File: src/rtl/instr_encode.sv
// instr_encode: packs decoded RV32I fields into 32-bit instruction words and queues them.
//
// Ports:
//   clk, rst_n          rising-edge clock, asynchronous active-low reset
//   in_valid/in_ready   field bundle handshake (in_ready is registered)
//   fmt                 0=R 1=I 2=S 3=B 4=U 5=J, 6/7 illegal
//   opcode, funct3/7    opcode and function fields
//   rd, rs1, rs2        register indices; bit 5 must be clear when the format uses them
//   imm                 full signed immediate
//   out_valid/out_ready output word handshake
//   instr, err          FIFO head word and its illegal flag (word is 0 when illegal)
//   err_count           saturating count of accepted illegal bundles
module instr_encode #(
    parameter int FIFO_DEPTH = 2,
    parameter int ERR_CNT_W  = 8
) (
    input  logic                 clk,
    input  logic                 rst_n,
    input  logic                 in_valid,
    output logic                 in_ready,
    input  logic [2:0]           fmt,
    input  logic [6:0]           opcode,
    input  logic [5:0]           rd,
    input  logic [5:0]           rs1,
    input  logic [5:0]           rs2,
    input  logic [2:0]           funct3,
    input  logic [6:0]           funct7,
    input  logic [31:0]          imm,
    output logic                 out_valid,
    input  logic                 out_ready,
    output logic [31:0]          instr,
    output logic                 err,
    output logic [ERR_CNT_W-1:0] err_count
);
    localparam int PW = $clog2(FIFO_DEPTH);
    localparam int CW = PW + 1;

    logic [31:0]          enc_word;
    logic                 enc_bad;
    logic                 imm12_ok;
    logic                 imm13_ok;
    logic                 imm21_ok;

    logic [31:0]          mem_instr_q [FIFO_DEPTH];
    logic [31:0]          mem_instr_d [FIFO_DEPTH];
    logic                 mem_err_q   [FIFO_DEPTH];
    logic                 mem_err_d   [FIFO_DEPTH];
    logic [PW-1:0]        wr_ptr_q, wr_ptr_d;
    logic [PW-1:0]        rd_ptr_q, rd_ptr_d;
    logic [CW-1:0]        count_q, count_d;
    logic                 in_ready_q, in_ready_d;
    logic [ERR_CNT_W-1:0] err_count_q, err_count_d;
    logic                 push;
    logic                 pop;

    // A value fits an N-bit signed field when all bits above N-1 equal the sign bit.
    // B/J offsets must also be even, which trims the top of the range to 4094 / 1048574.
    assign imm12_ok = (&imm[31:11]) | ~(|imm[31:11]);
    assign imm13_ok = ((&imm[31:12]) | ~(|imm[31:12])) & ~imm[0];
    assign imm21_ok = ((&imm[31:20]) | ~(|imm[31:20])) & ~imm[0];

    always_comb begin
        enc_word = '0;
        enc_bad  = (opcode[1:0] != 2'b11);
        case (fmt)
            3'd0: begin
                enc_word = {funct7, rs2[4:0], rs1[4:0], funct3, rd[4:0], opcode};
                enc_bad  = enc_bad | rd[5] | rs1[5] | rs2[5];
            end
            3'd1: begin
                enc_word = {imm[11:0], rs1[4:0], funct3, rd[4:0], opcode};
                enc_bad  = enc_bad | rd[5] | rs1[5] | ~imm12_ok;
            end
            3'd2: begin
                enc_word = {imm[11:5], rs2[4:0], rs1[4:0], funct3, imm[4:0], opcode};
                enc_bad  = enc_bad | rs1[5] | rs2[5] | ~imm12_ok;
            end
            3'd3: begin
                enc_word = {imm[12], imm[10:5], rs2[4:0], rs1[4:0], funct3, imm[4:1], imm[11], opcode};
                enc_bad  = enc_bad | rs1[5] | rs2[5] | ~imm13_ok;
            end
            3'd4: begin
                enc_word = {imm[31:12], rd[4:0], opcode};
                enc_bad  = enc_bad | rd[5] | (|imm[11:0]);
            end
            3'd5: begin
                enc_word = {imm[20], imm[10:1], imm[11], imm[19:12], rd[4:0], opcode};
                enc_bad  = enc_bad | rd[5] | ~imm21_ok;
            end
            default: enc_bad = 1'b1;
        endcase
    end

    // in_ready is a flop, so a full queue refuses a push even when a pop happens in the same cycle.
    assign push = in_valid & in_ready_q;
    assign pop  = out_valid & out_ready;

    always_comb begin
        mem_instr_d = mem_instr_q;
        mem_err_d   = mem_err_q;
        wr_ptr_d    = wr_ptr_q;
        rd_ptr_d    = rd_ptr_q;
        err_count_d = err_count_q;
        if (push) begin
            mem_instr_d[wr_ptr_q] = enc_bad ? 32'd0 : enc_word;
            mem_err_d[wr_ptr_q]   = enc_bad;
            wr_ptr_d              = wr_ptr_q + PW'(1);
            err_count_d           = (enc_bad && !(&err_count_q)) ? err_count_q + ERR_CNT_W'(1) : err_count_q;
        end
        if (pop)
            rd_ptr_d = rd_ptr_q + PW'(1);
        count_d    = count_q + CW'(push) - CW'(pop);
        in_ready_d = count_d < CW'(FIFO_DEPTH);
    end

    always_ff @(posedge clk or negedge rst_n) begin
        if (!rst_n) begin
            for (int i = 0; i < FIFO_DEPTH; i++) begin
                mem_instr_q[i] <= '0;
                mem_err_q[i]   <= 1'b0;
            end
            wr_ptr_q    <= '0;
            rd_ptr_q    <= '0;
            count_q     <= '0;
            in_ready_q  <= 1'b0;
            err_count_q <= '0;
        end else begin
            mem_instr_q <= mem_instr_d;
            mem_err_q   <= mem_err_d;
            wr_ptr_q    <= wr_ptr_d;
            rd_ptr_q    <= rd_ptr_d;
            count_q     <= count_d;
            in_ready_q  <= in_ready_d;
            err_count_q <= err_count_d;
        end
    end

    assign in_ready  = in_ready_q;
    assign out_valid = (count_q != '0);
    assign instr     = out_valid ? mem_instr_q[rd_ptr_q] : 32'd0;
    assign err       = out_valid & mem_err_q[rd_ptr_q];
    assign err_count = err_count_q;
endmodule

File: config.mk
export PLATFORM = sky130hd
export DESIGN_NAME = instr_encode
export DESIGN_NICKNAME = d
export VERILOG_FILES = /design/src/rtl/instr_encode.sv
export SDC_FILE = /design/constraint.sdc
export NUM_CORES = 1
export LEC_CHECK = 0
export CORE_MARGIN = 5
export CORE_UTILIZATION = 40
export CTS_BUF_LIST = sky130_fd_sc_hd__clkbuf_8
export DETAILED_ROUTE_END_ITERATION = 12
export GPL_TIMING_DRIVEN = 0
export PLACE_DENSITY = 0.77
export SYNTH_ARGS = -nofsm -noshare
export SYNTH_HDL_FRONTEND = slang
export SYNTH_SLANG_ARGS = --single-unit
File: constraint.sdc
create_clock -name clk -period 2.8 [get_ports clk]
set_input_delay 0.7 -clock clk [delete_from_list [all_inputs] [get_ports clk]]
set_output_delay 0.7 -clock clk [all_outputs]
set_load 0.02 [all_outputs]
=== After elaboration in Yosys (flattened, before gate mapping) ===
Index checks and enable logic that the tools add are counted.

* $add $sub $neg: 5
* Multipliers: 0
* Divide/modulo/power cells: 0
* Magnitude comparators: 4
* Equality and inequality tests: 6
* Shift-type cells: 0
* Mux-type cells: 16
* Bitwise logic cells: 27
* Reduce and logical (&&, ||, !) cells: 14

{| class="wikitable"
|+ Operators by type and width
! cell !! count
|-
| two-way mux 32 bit || 6
|-
| case mux 32 bit (6 select lines) || 1
|-
| bitwise mux 64 bit || 1
|-
| demux 32 bit (select 1 bit) || 1
|-
| OR reduction 12 bit || 2
|-
| AND reduction 21 bit || 1
|-
| OR reduction 21 bit || 1
|-
| AND reduction 20 bit || 1
|-
| OR reduction 20 bit || 1
|-
| OR 1 bit || 13
|-
| AND reduction 12 bit || 1
|-
| adder 8 x 1 -> 8 bit, second input constant || 1
|-
| AND reduction 8 bit || 1
|-
| NOT 1 bit || 7
|-
| == test 3 x 2 -> 1 bit, second input constant || 2
|-
| == test 3 bit, second input constant || 2
|-
| case mux 1 bit (6 select lines) || 1
|-
| AND 1 bit || 5
|-
| greater-or-equal comparator 2 bit, second input constant || 2
|-
| two-way mux 1 bit || 4
|-
| NOT 1 -> 2 bit || 2
|-
| == test 3 x 1 -> 1 bit, second input constant || 1
|-
| zero test 3 bit || 1
|-
| adder 1 bit, second input constant || 2
|-
| other kinds (11) || 12
|}

* Register bits: 79
* Bits in latches: 0
* RAM bits: 0
* Bits in read-only memories: 0
* Bits of input ports: 74
* Output and inout port bits: 43
* Logic and storage cells: 81
* Memories: 0

=== Longest topological paths before layout ===
* Word-level depth: 9
* Gate-level depth with buffers: 11
* Gate-level depth less buffers: 9

=== Worst setup path before layout ===
No wires, ideal clock.

* Kind: input port to flip-flop
* Start: input port imm[16]
* End: register err_count_q[1], in the netlist err_count[1]
* Setup time: 125 ps
* Data arrival time: 2377 ps
* Data required time: 2675 ps
* Path slack: 298 ps
* Cell stages on the path: 8
* Path buffers: 1
* Path through: or4_4 nor2_4 o21ai_2 nor3_2 nand4_4 buf_6 nand4_2 mux2_2

* Cells in the longest elaborated chain, start to end: 9
* Elaborated cells on any way between the ends: 17
* Those cells by class: mux: 1; bitwise: 10; reduce/logical: 6

{| class="wikitable"
|+ Ends and longest elaborated chain
! item !! RTL line !! text
|-
| start: declaration || 28 || <nowiki>input logic [31:0] imm,</nowiki>
|-
| OR reduction 20 bit || 59 || <nowiki>assign imm13_ok = ((&imm[31:12]) | ~(|imm[31:12])) & ~imm[0];</nowiki>
|-
| NOT 1 bit || 59 ||
|-
| OR 1 bit || 59 ||
|-
| AND 1 bit || 59 ||
|-
| NOT 1 bit || 80 || <nowiki>enc_bad = enc_bad | rs1[5] | rs2[5] | ~imm13_ok;</nowiki>
|-
| OR 1 bit || 80 ||
|-
| case mux 1 bit (6 select lines) (*) || 65 || <nowiki>case (fmt)</nowiki>
|-
| logical AND 1 bit (*) || 108 || <nowiki>err_count_d = (enc_bad && !(&err_count_q)) ? err_count_q + ERR_CNT_W'(1) : err_count_q;</nowiki>
|-
| AND reduction 2 bit (no source line) (*) || -- ||
|-
| end signal: assignment || 134 || <nowiki>err_count_q <= err_count_d;</nowiki>
|-
| end: declaration || 52 || <nowiki>logic [ERR_CNT_W-1:0] err_count_q, err_count_d;</nowiki>
|}

Every way passes the cells marked *; elsewhere a longest branch is shown, timed or not.
A chain may end at the register's enable or synchronous reset.

=== Worst setup path after layout ===
* Start: register rd_ptr_q
* End: output port instr[23]

* Cells in the longest elaborated chain, start to end: 5

{| class="wikitable"
|+ Ends and longest elaborated chain
! item !! RTL line !! text
|-
| start: declaration || 49 || <nowiki>logic [PW-1:0] rd_ptr_q, rd_ptr_d;</nowiki>
|-
| start signal: assignment || 131 || <nowiki>rd_ptr_q <= rd_ptr_d;</nowiki>
|-
| NOT 1 -> 2 bit (implied by the code) || 140 || <nowiki>assign instr = out_valid ? mem_instr_q[rd_ptr_q] : 32'd0;</nowiki>
|-
| two-way mux 32 bit (implied by the code) (3 in series) || 140 ||
|-
| two-way mux 32 bit || 140 ||
|-
| end: declaration || 31 || <nowiki>output logic [31:0] instr,</nowiki>
|}

Every way passes these cells. The select of a mux whose other input is x is not followed.

==> impl_metrics.json <==
{
  "outcome": "finished, final reports clean",
  "timing.clock.skew_ns": 0.00633,
  "die-area_sq_um": 13600,
  "drc": 0,
  "floorplan.core_area_sq_um": 11300,
  "drt_first_iter_violations": 317,
  "regToRegEndpoint": "mem_instr_q[43]$_DFFE_PN0P_",
  "cp_endpoint_kind": "output port",
  "worst_slew_pin_slew_ns": 0.616,
  "clk-insertion-delay-late_ns": 0.36,
  "routed.top_layer": "met4",
  "max_cap_violations": 0,
  "ir_worst_vdd_mv": 0.332,
  "die_w_um": 117,
  "start_kind": "flop",
  "final_min_period_over_clock_period_pct": 98.3,
  "cts.reportedPaths.clkPinSlew_ns": 0.08,
  "synthesis.nets": 577,
  "route.vias.total": 4099,
  "place.port_buffers": 114,
  "finish.utilization_pct": 55.5,
  "numClockSinks": 79,
  "setup.worst_path.class": "reg -> out",
  "antenna-diode-count": 0,
  "globalRouteTotalUtil_pct": 18.9,
  "grt-ovfl-total": 0,
  "async_reset_ff_share_pct": 100,
  "final_layout_size_suffix_gt1_share_pct": 13.3,
  "net_count_reported_at_finish": 704,
  "final-seq-area_sq_um": 1980,
  "rsz0062_at_grt": "false",
  "synthTopCellsByArea": "dfrtp_1 44%, mux2i_1 8.8%, nand2_1 6.8%",
  "worst_ep_arrival_ns": 2.05,
  "ys_seq_area_share_pct": 43.6,
  "fillerInstances": 960,
  "synth-edff-count": 0,
  "via_count_of_the_first_global_routing_pass": 4183,
  "dr_wl_met3_um": 729,
  "synthesis.area_sq_um": 4540,
  "cts_root_buf": "clkbuf_8",
  "area.growth.synth_to_final_pct": 37.9,
  "wl_met2_um": 6360,
  "timing.hold.worst.class": "in -> async",
  "place_area_sq_um": 5880,
  "pin_count": 117,
  "tritoncts_clock_tree": "done",
  "detailed_place_hpwl_um": 9840,
  "synth.distinct_cells": 47,
  "finalWorstPathRequiredPeriod_ns": 2.75,
  "synthDominantCellAreaShare_pct": 43.6,
  "hold_viol": 0,
  "setup_viol": 0,
  "cts_max_path_buffers": 2,
  "cts_buffers": 9,
  "critical_path_peak_fanout": 10,
  "post_drt_wl_per_cell_um": 16.4,
  "syn-instance-count": 500,
  "synth_top_flop_cell": "dfrtp_1",
  "first_pass_grt_wire_length_um": 20300,
  "antenna_left": 0,
  "synth_top_cell_by_area": "dfrtp_1",
  "leakage_nw": 2.78,
  "fmax_ghz": 0.363,
  "route.layer.met1.wl_um": 5300,
  "hold_buf_count_cts": 0,
  "viasPerCell": 5.29,
  "initial_utilization_pct": 40.3,
  "die-height_um": 117,
  "multi_input_combinational_cell_area_sq_um": 2380,
  "power_density_nw_per_um2": 683,
  "final_design_area_no_fill_sq_um": 6260,
  "r2r_setup_slack_ns": 0.70,
  "critical_path.slowest_cell": "clkdlybuf4s50_1",
  "max_slew_margin_pct": 58.9,
  "firstDrtPassIters": 5,
  "routabilityCongestion": 0.924,
  "grt_antenna_before_repair": 0,
  "postSynthAreaPerCell_sq_um": 9.08,
  "r2r_start": "in_ready$_DFF_PN0_",
  "reg2regPathDepth": 5,
  "timing_max_transition_violations_final": 0,
  "crit_path_cell_trace": "clkbuf_4 > mux2i_1 > nor2_1 > clkdlybuf4s50_1",
  "synth-seq-cells": 79,
  "cts_htree_levels": 3,
  "grt_max_degree": 56,
  "required_time_of_the_critical_path_ns": 2.10,
  "core.rowCount": 39,
  "total_of_warnings_raised_by_yosys": 0,
  "route.final.wire_length_um": 12700,
  "critical_path.max_stage_delay_ns": 0.64
}
[worst max path at each step]
| stage | startpoint | to | slack [ns] | depth (start not counted) |
|---|---|---|---|---|
| 2_1_floorplan | imm[16] | err_count[1]$_DFFE_PN0P_ | 0.30 | 8 |
| 3_3_place_gp | rst_n | err_count[4]$_DFFE_PN0P_ | -1.56 | 1 |
| 3_5_place_dp | imm[12] | err_count[1]$_DFFE_PN0P_ | -0.38 | 9 |
| 4_1_cts | imm[12] | err_count[1]$_DFFE_PN0P_ | 0.009 | 9 |
| 5_1_grt | rd_ptr_q$_DFFE_PN0P_ | instr[23] | 0.002 | 4 |
| 6_report | rd_ptr_q$_DFFE_PN0P_ | instr[23] | 0.05 | 4 |
[routing by layer]
metal  vias to the layer above  GRT usage [%]
met5                         -              0
li1                       1977              -
met3                        26           3.21
met1                      1942           23.8
met2                       154           32.4
met4                         0           7.19
[state kept, by name (all words and copies together), names as in the netlist]
signal	cells
in_ready	1
mem_instr_q	64
rd_ptr_q	1
mem_err_q	2
count_q	2
err_count	8
wr_ptr_q	1
[worst max-delay path: cells and delay by family (launching register included)]
| family | cells | cell delay, ns |
|---|---|---|
| and+or+nand+nor | 1 | 0.16 |
| DFF | 1 | 0.49 |
| buffers and inverters | 2 | 0.89 |
| muxes | 1 | 0.15 |
[report_power, final]
group / internal (W) / leakage, nW / switching (W)
combinational: 0.000726 / 1.59 / 0.000953
clock: 0.000641 / 0.130 / 0.000415
sequential: 0.00136 / 1.06 / 0.000175
total: 0.00273 / 2.78 / 0.00154
[per-stage QoR]
stage / hold slack (ns) / instances / power (W) / setup TNS, ns / setup WS [ns]
4_1_cts: 0.251 / 773 / 0.00429 / 0 / 0.00928
3_5_place_dp: 0.464 / 758 / 0.00322 / -22.98 / -0.375
2_1_floorplan: 0.404 / 500 / 0.00253 / 0 / 0.298
5_1_grt: 0.257 / 775 / 0.00451 / 0 / 0.00215
6_report: 0.237 / 775 / 0.00428 / 0 / 0.0488
3_3_place_gp: 0.460 / 757 / 0.00317 / -138.79 / -1.56
[timing repair]
action,CTS,global route
endpoints found under the setup margin,30,72
gates cloned,0,1
setup buffers,0,1
gates resized for setup,11,22
pin swaps,0,7
[Yosys cell counts (2+ instances only)]
master / number
or2_4: 4
buf_2: 5
nor2_1: 39
nand2b_4: 4
or4_4: 3
or2_2: 2
o21ai_1: 45
a21o_1: 4
nand4_1: 9
or4_1: 2
inv_1: 11
mux2_2: 3
and3_1: 2
xnor2_1: 7
nor2_4: 3
o21ai_0: 15
mux2i_1: 40
nor2b_1: 11
nand2_1: 82
clkbuf_1: 25
ha_1: 3
a21oi_1: 13
or2_1: 22
a22oi_1: 16
nor4_1: 3
nand2b_1: 2
nand3_1: 8
dfrtp_1: 79
o21ai_2: 17
buf_6: 3
and2_1: 2
[cells by family after synthesis]
| family | after synthesis | share of synthesized area (%) |
|---|---|---|
| adder cells (fa/ha/maj) | 3 | 0.827 |
| XOR/XNOR | 8 | 1.54 |
| flip-flops | 79 | 43.6 |
| AND/OR/NAND/NOR | 203 | 23.2 |
| multiplexers | 44 | 10.1 |
| buffers and inverters | 46 | 4.80 |
| AO/OA/AOI/OAI | 117 | 16.0 |
[cell type report]
| class | instances | share of cell area (%) |
|---|---|---|
| multi-input combinational | 375 | 38.1 |
| sequential | 79 | 31.6 |
| timing repair buffer | 117 | 19.6 |
| buffer | 33 | 3.00 |
| tap | 143 | 2.86 |
| clock buffer | 11 | 2.42 |
| clock inverter | 5 | 1.66 |
| inverter | 12 | 0.720 |
[cell usage in the layout (no fill, tap or decap), types with 4 or more instances in the layout]
cell type / netlist / routed
a21o_1: 4 / 4
a21oi_1: 13 / 13
a22oi_1: 16 / 16
buf_2: 5 / 5
clkbuf_1: 25 / 18
clkbuf_8: 0 / 11
clkdlybuf4s50_1: 0 / 101
dfrtp_1: 79 / 78
dlymetal6s2s_1: 0 / 12
inv_1: 11 / 11
mux2i_1: 40 / 40
nand2_1: 82 / 82
nand2b_4: 4 / 4
nand3_1: 8 / 7
nand4_1: 9 / 9
nor2_1: 39 / 38
nor2b_1: 11 / 11
o21ai_0: 15 / 14
o21ai_1: 45 / 45
o21ai_2: 17 / 18
or2_1: 22 / 22
or2_4: 4 / 4
or4_4: 3 / 5
xnor2_1: 7 / 7
Power figures use the tool's default switching activity.
